--- src/rtl/store_merge_unit_pkg.sv ---
// Shared definitions for the store merge unit: op codes, FSM states and
// big-endian byte-lane masks (mask bit 3 is bits [31:24]).
package store_merge_unit_pkg;

    localparam int WORD_W = 32;

    localparam logic [1:0] OP_SB  = 2'b00;
    localparam logic [1:0] OP_SH  = 2'b01;
    localparam logic [1:0] OP_SW  = 2'b10;
    localparam logic [1:0] OP_RSV = 2'b11;

    localparam logic [3:0] LANE_BYTE0   = 4'b1000;
    localparam logic [3:0] LANE_HALF_HI = 4'b1100;
    localparam logic [3:0] LANE_HALF_LO = 4'b0011;
    localparam logic [3:0] LANE_WORD    = 4'b1111;
    localparam logic [3:0] LANE_NONE    = 4'b0000;

    typedef enum logic [2:0] {
        ST_IDLE,
        ST_READ,
        ST_WRITE,
        ST_DONE,
        ST_ERR
    } state_t;

    function automatic logic [3:0] laneMask(input logic [1:0] op, input logic [1:0] byteAddr);
        logic [3:0] mask;
        mask = LANE_NONE;
        case (op)
            OP_SB:   mask = LANE_BYTE0 >> byteAddr;
            OP_SH:   mask = byteAddr[1] ? LANE_HALF_LO : LANE_HALF_HI;
            OP_SW:   mask = LANE_WORD;
            default: mask = LANE_NONE;
        endcase
        return mask;
    endfunction

    function automatic logic isMisaligned(input logic [1:0] op, input logic [1:0] byteAddr);
        logic bad;
        bad = 1'b1;
        case (op)
            OP_SB:   bad = 1'b0;
            OP_SH:   bad = byteAddr[0];
            OP_SW:   bad = (byteAddr != 2'b00);
            default: bad = 1'b1;
        endcase
        return bad;
    endfunction

endpackage

--- src/rtl/store_merge_unit_lane_merge.sv ---
// Combinational lane merge: replaces the selected byte/halfword lanes of the
// old memory word with the narrowed store data, leaving other lanes intact.
module store_lane_merge
    import store_merge_unit_pkg::*;
(
    input  logic [1:0]        i_op,
    input  logic [1:0]        i_byteAddr,
    input  logic [WORD_W-1:0] i_oldWord,
    input  logic [WORD_W-1:0] i_newData,
    output logic [WORD_W-1:0] o_mergedWord
);

    logic [3:0]        w_mask;
    logic [WORD_W-1:0] w_laneData;

    // Replicate the narrow data across every lane so the mask alone picks the target.
    always_comb begin
        w_mask     = laneMask(i_op, i_byteAddr);
        w_laneData = i_newData;
        case (i_op)
            OP_SB:   w_laneData = {4{i_newData[7:0]}};
            OP_SH:   w_laneData = {2{i_newData[15:0]}};
            default: w_laneData = i_newData;
        endcase
        o_mergedWord = i_oldWord;
        for (int lane = 0; lane < 4; lane++) begin
            if (w_mask[lane]) begin
                o_mergedWord[lane*8 +: 8] = w_laneData[lane*8 +: 8];
            end
        end
    end

endmodule

--- src/rtl/store_merge_unit.sv ---
// Store merge unit: narrows MEM-stage stores and commits them to a word-only
// RAM, using read-modify-write for byte and halfword stores.
module store_merge_unit
    import store_merge_unit_pkg::*;
#(
    parameter int ADDR_W = 32,
    parameter int DATA_W = 32
)
(
    input  logic              clk,
    input  logic              reset_n,
    input  logic              st_valid,
    output logic              st_ready,
    input  logic [1:0]        st_op,
    input  logic [ADDR_W-1:0] st_addr,
    input  logic [DATA_W-1:0] st_data,
    output logic              busy,
    output logic              done,
    output logic              misalign,
    output logic              mem_req,
    output logic              mem_we,
    output logic [ADDR_W-3:0] mem_addr,
    output logic [DATA_W-1:0] mem_wdata,
    input  logic [DATA_W-1:0] mem_rdata,
    input  logic              mem_ack
);

    state_t            r_state;
    logic [1:0]        r_op;
    logic [ADDR_W-1:0] r_addr;
    logic [DATA_W-1:0] r_data;
    logic [DATA_W-1:0] r_mergeWord;
    logic              r_stReady;
    logic              r_memReq;
    logic              r_memWe;
    logic              r_done;
    logic              r_misalign;
    logic              w_stMisaligned;

    assign w_stMisaligned = isMisaligned(st_op, st_addr[1:0]);

    // Stall in the same cycle an aligned store is offered so the pipeline freezes at once.
    assign busy = (r_state == ST_READ) || (r_state == ST_WRITE) ||
                  ((r_state == ST_IDLE) && st_valid && !w_stMisaligned);

    assign st_ready = r_stReady;
    assign done     = r_done;
    assign misalign = r_misalign;
    assign mem_req  = r_memReq;
    assign mem_we   = r_memWe;
    assign mem_addr = r_addr[ADDR_W-1:2];

    store_lane_merge u_laneMerge (
        .i_op         (r_op),
        .i_byteAddr   (r_addr[1:0]),
        .i_oldWord    (r_mergeWord),
        .i_newData    (r_data),
        .o_mergedWord (mem_wdata)
    );

    always_ff @(posedge clk or negedge reset_n) begin
        if (!reset_n) begin
            r_state     <= ST_IDLE;
            r_op        <= OP_SB;
            r_addr      <= '0;
            r_data      <= '0;
            r_mergeWord <= '0;
            r_stReady   <= 1'b1;
            r_memReq    <= 1'b0;
            r_memWe     <= 1'b0;
            r_done      <= 1'b0;
            r_misalign  <= 1'b0;
        end else begin
            r_done     <= 1'b0;
            r_misalign <= 1'b0;
            case (r_state)
                ST_IDLE: begin
                    if (st_valid) begin
                        r_op        <= st_op;
                        r_addr      <= st_addr;
                        r_data      <= st_data;
                        r_mergeWord <= '0;
                        r_stReady   <= 1'b0;
                        if (w_stMisaligned) begin
                            r_state    <= ST_ERR;
                            r_misalign <= 1'b1;
                        end else if (st_op == OP_SW) begin
                            r_state  <= ST_WRITE;
                            r_memReq <= 1'b1;
                            r_memWe  <= 1'b1;
                        end else begin
                            r_state  <= ST_READ;
                            r_memReq <= 1'b1;
                            r_memWe  <= 1'b0;
                        end
                    end
                end
                ST_READ: begin
                    if (mem_ack) begin
                        r_mergeWord <= mem_rdata;
                        r_memWe     <= 1'b1;
                        r_state     <= ST_WRITE;
                    end
                end
                ST_WRITE: begin
                    if (mem_ack) begin
                        r_memReq <= 1'b0;
                        r_memWe  <= 1'b0;
                        r_done   <= 1'b1;
                        r_state  <= ST_DONE;
                    end
                end
                ST_DONE, ST_ERR: begin
                    r_stReady <= 1'b1;
                    r_state   <= ST_IDLE;
                end
                default: begin
                    r_memReq  <= 1'b0;
                    r_memWe   <= 1'b0;
                    r_stReady <= 1'b1;
                    r_state   <= ST_IDLE;
                end
            endcase
        end
    end

endmodule

--- config.mk ---
export PLATFORM = sky130hd
export DESIGN_NAME = store_merge_unit
export DESIGN_NICKNAME = d
export VERILOG_FILES = /design/src/rtl/store_merge_unit_pkg.sv /design/src/rtl/store_merge_unit_lane_merge.sv /design/src/rtl/store_merge_unit.sv
export SDC_FILE = /design/constraint.sdc
export NUM_CORES = 1
export LEC_CHECK = 0
export CAP_MARGIN = 10
export CORE_ASPECT_RATIO = 1.5
export CORE_MARGIN = 1.5
export CORE_UTILIZATION = 49
export DETAILED_ROUTE_END_ITERATION = 8
export GPL_TIMING_DRIVEN = 0
export HOLD_SLACK_MARGIN = 0.03
export PLACE_DENSITY_LB_ADDON = 0.1
export RECOVER_POWER = 25
export SYNTH_ARGS = -nofsm -noshare
export SYNTH_HDL_FRONTEND = slang
export SYNTH_SLANG_ARGS = --single-unit
--- constraint.sdc ---
create_clock -name clk -period 5.25 [get_ports clk]
set_input_delay 1.575 -clock clk [delete_from_list [all_inputs] [get_ports clk]]
set_output_delay 1.575 -clock clk [all_outputs]
set_load 0.05 [all_outputs]
Word level (Yosys, flattened, before mapping)
Index checks and enable logic that the tools add are counted.
{"block": "classes", "shift": 1, "mux": 33, "bitwise": 3, "n_reduce_logical": 19, "eq_ne": 12}
{"operator": "$pmux W32 S2", "n": 2}
{"operator": "$mux W32", "n": 2}
{"operator": "$mux W8", "n": 4}
{"operator": "$mux W1", "n": 13}
{"operator": "$mux W3", "n": 4}
{"operator": "$pmux W4 S3", "n": 1}
{"operator": "$pmux W3 S3", "n": 1}
{"operator": "$ne A2 B2 Y1 const B", "n": 4}
{"operator": "$eq A3 B2 Y1 const B", "n": 2}
{"operator": "$pmux W1 S3", "n": 2}
{"operator": "$reduce_and A3 Y1", "n": 2}
{"operator": "$reduce_and A5 Y1", "n": 1}
{"operator": "$eq A2 B1 Y1 const B", "n": 2}
{"operator": "$eq A2 B2 Y1 const B", "n": 2}
{"operator": "$logic_not A2 Y1", "n": 2}
{"operator": "$mux W4", "n": 1}
{"operator": "$pmux W1 S4", "n": 1}
{"operator": "$reduce_and A2 Y1", "n": 2}
{"operator": "$reduce_and A4 Y1", "n": 1}
{"operator": "$reduce_bool A2 Y1", "n": 2}
{"operator": "$reduce_or A2 Y1", "n": 2}
{"operator": "$shr A4 B2 Y4 const A", "n": 1}
{"operator": "$eq A3 B1 Y1 const B", "n": 1}
{"operator": "$eq A3 B3 Y1 const B", "n": 1}
{"operator": "other kinds (8)", "n": 12}
{"block": "word_totals", "regBits": 106, "output_inout_bits": 68, "word_cells": 78, "input_bits": 102}

Longest topological paths before layout
Gate-level depths: netlist of run 1.
{"block": "logic_depth", "depth_word": 5, "depth_mapped": 7, "depth_no_buf": 4}

By module
From an unflattened synthesis of run 1, not the netlist that was laid out.
{"block": "hier_totals", "hier_cells": 439, "hier_area_um2": 5225.0}
{"module": "store_merge_unit", "n_inst": 1, "seq_area_each_um2": 2653.8, "cells_per_inst": 358, "area_per_inst_um2": 4414.2}
{"module": "store_lane_merge", "n_inst": 1, "seq_area_each_um2": 0.0, "cells_per_inst": 81, "area_per_inst_um2": 810.8}

Worst setup path after synthesis of run 1
Ideal clock, no wire load.
{"block": "synth_timing", "path_kind": "input to output", "start": "in st_op[0]", "end": "out busy", "path_stages": 3, "arrival_time_ps": 3477, "n_path_buf": 0, "required_time_ps": 3675, "setup_slack_ps": 198, "path_cell_list": "o31ai_1 -> a211oi_1 -> a211oi_1"}
{"block": "synth_via", "elab_chain_len": 5, "word_cells_on_any_way": 7, "cone_classes": "2 x eq/ne; 1 x mux; 4 x reduce/logical"}
{"element": "from (decl)", "line": "store_merge_unit.sv:14", "rtl": "input logic [1:0] st_op,"}
{"element": "$eq A2 B2 Y1 (tied with other cells)", "line": "store_merge_unit_pkg.sv:41", "rtl": "case (op)"}
{"element": "$pmux W1 S3 (*)", "line": "store_merge_unit_pkg.sv:41"}
{"element": "$logic_not A1 Y1 (*)", "line": "store_merge_unit.sv:44", "rtl": "((r_state == ST_IDLE) && st_valid && !w_stMisaligned);"}
{"element": "$logic_and A1 B1 Y1 (*)", "line": "store_merge_unit.sv:44"}
{"element": "$logic_or A1 B1 Y1 (*)", "line": "store_merge_unit.sv:43", "rtl": "assign busy = (r_state == ST_READ) || (r_state == ST_WRITE) ||"}
{"element": "to (decl)", "line": "store_merge_unit.sv:17", "rtl": "output logic busy,"}
Every way passes the cells marked *; elsewhere a longest branch is shown, timed or not.

Final worst setup path of run 1
Ends and elaborated chain as after synthesis.

==> results.sh, run 1 <==
export IMPL_status="finished with violations"
export IMPL_hp_start="r_addr[3]$_DFFE_PN0N_"
export IMPL_n_fill_cell=792
export IMPL_whs_path_depth=2
export IMPL_syn_inst=523
export IMPL_path_max_fanout=6
export IMPL_r2r_start="r_state[2]$_DFFE_PN0P_"
export IMPL_routed_wl_um=13610
export IMPL_max_stage_delay_ps=550
export IMPL_crit_type="in -> out"
export IMPL_synthToLayoutAreaGrowth_pct=43.15
export IMPL_synthArstFlopShare=1.000
export IMPL_hold_path_class="reg -> reg"
export IMPL_holdWs_ps=476.3
export IMPL_worstPathArrival_ps=3490
export IMPL_holdBufCountCts=0
export IMPL_cts_buffer_depth=2
export IMPL_grt_max_degree=74
export IMPL_dp_hpwl_um=9911
export IMPL_grt_overflow_total=0
export IMPL_post_drt_wl_per_cell_um=16.48
export IMPL_fin_skew_ps=7.923
export IMPL_cap_viol_max_count=2
export IMPL_antenna_found_initial=0
export IMPL_track_usage=0.2641
export IMPL_regArea_mm2=0.002654
export IMPL_worst_pin_slew_ps=1775
export IMPL_drt_drc_violations_left=8
export IMPL_grt_pass1_wl_um=22260
export IMPL_crit_top_cell="a211oi_1"
export IMPL_dieHeight_um=126.9
export IMPL_reg2reg_depth=6
export IMPL_violations="DRC, capacitance limit, slew limit"
export IMPL_r2r_slack_ps=3050
export IMPL_core_area_mm2=0.01002
export IMPL_syn_avg_cell_area_um2=9.581
export IMPL_maxSlewViolCount=109
export IMPL_clk_latency_ps=350
export IMPL_hold_violations=0
export IMPL_setup_viol=0
export IMPL_htreeDepth=3
export IMPL_yosysWarnings=0
export IMPL_synth_seq_area_share=0.5296
export IMPL_fin_crit_sh=0.9639
export IMPL_cts_tree="done"
export IMPL_fmax_mhz=197.6
export IMPL_holdPathEnd="r_addr[3]$_DFFE_PN0N_"
export IMPL_die_width_um=85.57
export IMPL_rsz0062_at_grt="no"
export IMPL_port_buffers=169
export IMPL_postRouteAntennaNets=0
export IMPL_start_util=0.5000
export IMPL_synth_edff_count=0
export IMPL_initialDrtViolationCount=209
export IMPL_multiInputGateArea_mm2=0.001992
export IMPL_root_buffer="clkbuf_16"
export IMPL_antenna_cells=0
export IMPL_end_kind="primary output"
export IMPL_cts_buffers=9
export IMPL_viasPerCell=5.236
export IMPL_nets=806
export IMPL_post_route_min_period_ps=5060
export IMPL_critical_path_buf_inv_count=2
export IMPL_layout_drive_gt1_share=0.1199
export IMPL_path_delay_family="buffers and inverters"
export IMPL_gp_congestion=0.8789
export IMPL_die_area_mm2=0.01086
export IMPL_rows=45
export IMPL_crit_path_start_kind="input port"
export IMPL_path_cells="clkdlybuf4s50_1 -> o31ai_4 -> a211oi_1 -> a211oi_1 -> dlygate4sd2_1"
export IMPL_cp_required_ps=3680
export IMPL_relSlewSlack=-0.1832
export IMPL_clkSlewWorstSetupHoldPaths_ps=70
export IMPL_vias=4325
export IMPL_synth_area_mm2=0.005011
export IMPL_synth_ff_type="dfrtp_1"
export IMPL_synth_net_count=625
export IMPL_grt_pass1_vias=4522
export IMPL_pin_count=170
export IMPL_synth_cell_type_count=34
export IMPL_cpMaxStageDelayCell="clkdlybuf4s50_1"
export IMPL_r2r_end="r_addr[7]$_DFFE_PN0N_"
export IMPL_cts_sinks=106
export IMPL_post_cts_repair_setup_buffers=0
export IMPL_drt_first_pass_iters=6
export IMPL_synth_seq_cells=106
==> kinds of logic after synthesis <==
family	count (synthesis)	share of synthesized area
compound gates	72	0.1056
buf+inv	64	0.07565
flops	106	0.5296
mux	52	0.1121
simple gates	229	0.1770
==> final cells by class <==
class                   count  area share
clock buffers              12     0.03297
plain buffers              62     0.05181
repair buffers            170      0.2355
multi-input cells         353      0.2777
clock inverters             4     0.01064
flip-flops and latches    106      0.3700
inverters                   2    0.001047
well taps                 117     0.02041
==> how the worst max path moves through the flow <==
stage	from	end	slack (ps)	cells past startpoint
3_3_place_gp	reset_n	r_addr[10]$_DFFE_PN0N_	-1380	1
2_1_floorplan	st_op[0]	busy	200	3
4_1_cts	st_op[0]	busy	80	5
5_1_grt	st_op[0]	busy	50	5
6_report	st_op[0]	busy	190	5
3_5_place_dp	st_op[0]	busy	-410	5
==> layer usage <==
layer | track usage | vias up | wire (µm)
li1 | - | 2067 | -
met1 | 0.3231 | 2074 | 5413
met2 | 0.4479 | 157 | 7014
met3 | 0.05010 | 27 | 785
met4 | 0.1214 | 0 | 397
met5 | 0 | - | 0
==> synthesized netlist by cell type, drive strengths merged (2+ instances only) <==
master	number	share of area
a22o	32	0.056
buf	37	0.055
nor2	14	0.010
dfrtp	105	0.52
a211oi	3	0.0045
nor3	3	0.0030
o21bai	2	0.0030
o21a	2	0.0030
mux2i	19	0.038
nand2	206	0.15
clkbuf	25	0.019
inv	2	0.0015
nand2b	3	0.0037
mux2	33	0.074
a21oi	10	0.010
o21ai	13	0.013
==> layout by cell type (no fill, tap or decap), types with 9 or more instances in the layout <==
| master | netlist | routed |
|---|---|---|
| a22o_1 | 32 | 32 |
| clkdlybuf4s50_1 | 0 | 167 |
| buf_4 | 30 | 30 |
| a21oi_1 | 10 | 10 |
| clkbuf_16 | 0 | 9 |
| clkbuf_1 | 25 | 29 |
| dfrtp_1 | 105 | 105 |
| mux2i_1 | 19 | 19 |
| nor2_1 | 14 | 14 |
| o21ai_0 | 12 | 12 |
| nand2_1 | 206 | 206 |
| mux2_2 | 33 | 33 |
==> flip-flops by register name, indices dropped and copies added (netlist names) <==
name,count
done,1
r_mergeWord,32
r_state,3
mem_req,1
misalign,1
r_op,2
st_ready,1
r_data,32
r_addr,32
mem_we,1
==> worst reg2reg max path, delay by kind of cell, from the launching register on <==
| kind | cells | cell delay [ps] |
|---|---|---|
| buffers and inverters | 3 | 1040 |
| DFF | 1 | 370 |
| and+or+nand+nor | 3 | 720 |
==> per-stage QoR <==
step / util / std cells / setup WS [ps] / TNS [ps] / cell area, µm²
after floorplan: - / 523 / 197.9 / 0 / 5011
after global placement: 0.6834 / 809 / -1377 / -144020 / 6849
after detailed placement: 0.6859 / 810 / -413.6 / -413.6 / 6874
after CTS: 0.7175 / 826 / 82.51 / 0 / 7191
after global routing: 0.7157 / 826 / 53.69 / 0 / 7173
final: 0.7157 / 826 / 189.7 / 0 / 7173
==> timing repair <==
action / CTS / global route
cloned: 0 / 0
endpoints found under the setup margin: 1 / 1
gates resized for setup: 2 / 1
Power of run 1 is not shown: default switching activity piles up to over one toggle a cycle in this logic, so the estimate is an artifact.
==> inputs of run 2 (changes only) <==
Settings changed: RECOVER_POWER 25 to not set.
==> results.sh, run 2 (same netlist as run 1, synthesis figures left out) <==
export IMPL_start_util=0.5000
export IMPL_initialDrtViolationCount=175
export IMPL_die_area_mm2=0.01086
export IMPL_root_buffer="clkbuf_16"
export IMPL_post_route_min_period_ps=5063
export IMPL_cts_tree="done"
export IMPL_crit_type="in -> out"
export IMPL_maxSlewViolCount=0
export IMPL_die_width_um=85.57
export IMPL_grt_pass1_vias=4522
export IMPL_cap_viol_max_count=0
export IMPL_viasPerCell=5.224
export IMPL_status="finished with violations"
export IMPL_top_usage_layer="met2"
export IMPL_track_usage=0.2641
export IMPL_path_max_fanout=6
export IMPL_reg2reg_depth=6
export IMPL_holdPathEnd="r_addr[22]$_DFFE_PN0N_"
export IMPL_use_met2=0.4479
export IMPL_grt_max_degree=74
export IMPL_vias=4315
export IMPL_grtUsageMet1=0.3231
export IMPL_dieHeight_um=126.9
export IMPL_port_buffers=169
export IMPL_postRouteAntennaNets=0
export IMPL_htreeDepth=3
export IMPL_fin_skew_ps=7.583
export IMPL_relSlewSlack=0.4066
export IMPL_n_fill_cell=789
export IMPL_crit_start="st_op[0]"
export IMPL_worstPathArrival_ps=3490
export IMPL_grt_overflow_total=0
export IMPL_final_cells=826
export IMPL_end_kind="primary output"
export IMPL_post_cts_repair_setup_buffers=0
export IMPL_rsz0062_at_grt="no"
export IMPL_drt_first_pass_iters=7
export IMPL_layout_common_cells="206 x nand2_1, 167 x clkdlybuf4s50_1, 105 x dfrtp_1, 33 x mux2_2, 32 x a22o_1"
export IMPL_pin_count=170
export IMPL_fin_crit_sh=0.9643
export IMPL_grt_pass1_wl_um=22260
export IMPL_r2r_end="r_addr[7]$_DFFE_PN0N_"
export IMPL_antenna_found_initial=0
export IMPL_r2r_slack_ps=3040
export IMPL_dp_hpwl_um=9911
export IMPL_hp_start="r_addr[22]$_DFFE_PN0N_"
export IMPL_nets=806
export IMPL_regArea_mm2=0.002654
export IMPL_hold_path_class="reg -> reg"
export IMPL_clk_latency_ps=350
export IMPL_whs_path_depth=2
export IMPL_gp_congestion=0.8789
export IMPL_multiInputGateArea_mm2=0.001992
export IMPL_reg_top3="r_addr (32), r_data (32), r_mergeWord (32)"
export IMPL_rows=45
export IMPL_dp_cells=810
export IMPL_cts_buffers=9
export IMPL_synthToLayoutAreaGrowth_pct=43.67
export IMPL_setup_viol=0
export IMPL_fmax_mhz=197.5
export IMPL_grtUsageMet3=0.05010
export IMPL_cts_buffer_depth=2
export IMPL_worst_pin_slew_ps=865.4
export IMPL_core_area_mm2=0.01002
export IMPL_r2r_start="r_state[2]$_DFFE_PN0P_"
export IMPL_layout_drive_gt1_share=0.1213
export IMPL_final_common_cell="nand2_1"
export IMPL_drt_drc_violations_left=8
export IMPL_cp_required_ps=3680
export IMPL_routed_wl_um=13610
export IMPL_violations="DRC"
export IMPL_clkSlewWorstSetupHoldPaths_ps=70
export IMPL_crit_path_start_kind="input port"
export IMPL_post_drt_wl_per_cell_um=16.48
export IMPL_antenna_cells=0
export IMPL_cts_sinks=106
export IMPL_hold_violations=0
## run 2: cell count changes in the layout (fill, tap and decap cells not counted)
| cell | previous run | this run |
|---|---|---|
| buf_16 | 0 | 1 |
| clkbuf_1 | 29 | 28 |
| buf_4 | 30 | 31 |
| clkbuf_2 | 1 | 0 |
## run 2: what timing repair did
| item | 4_1_cts | 5_1_grt |
|---|---|---|
| hold buffers | 0 | 0 |
| resized for setup | 2 | 1 |
| setup endpoints to repair | 1 | 1 |
## run 2: per-layer routing
layer	vias up	wire, µm
met1	2062	5431
met4	0	425
met5	-	0
met3	29	806
met2	158	6946
li1	2066	-
## run 2: metrics by stage
step                TNS [ps]  setup slack (ps)  cell area, µm²  hold slack (ps)    util
global placement     -144020             -1377            6849            456.3  0.6834
floorplan                  0             197.9            5011            445.4       -
global route               0             53.69            7199            500.7  0.7184
CTS                        0             82.51            7191            480.7  0.7175
finish                     0             187.4            7199            476.9  0.7184
detailed placement    -413.6            -413.6            6874            463.4  0.6859
## run 2: cell type report
cell class | instances | share of cell area
Buffer | 62 | 0.05162
Clock buffer | 12 | 0.03285
Clock inverter | 4 | 0.01060
Inverter | 2 | 0.001043
Multi-Input combinational cell | 353 | 0.2767
Sequential cell | 106 | 0.3686
Tap cell | 117 | 0.02033
Timing Repair Buffer | 170 | 0.2383
## run 2: how the worst max path moves through the flow
stage,end,slack [ps],cells past startpoint
finish,busy,190,5
global route,busy,50,5
global placement,r_addr[10]$_DFFE_PN0N_,-1380,1
floorplan,busy,200,3
detailed placement,busy,-410,5
CTS,busy,80,5
## run 2: worst max-delay path: stages
cell and delay (ps):
clkdlybuf4s50_1 550, o31ai_4 450, a211oi_1 140, a211oi_1 220
dlygate4sd2_1 550
Power of run 2 is left out for the same reason.
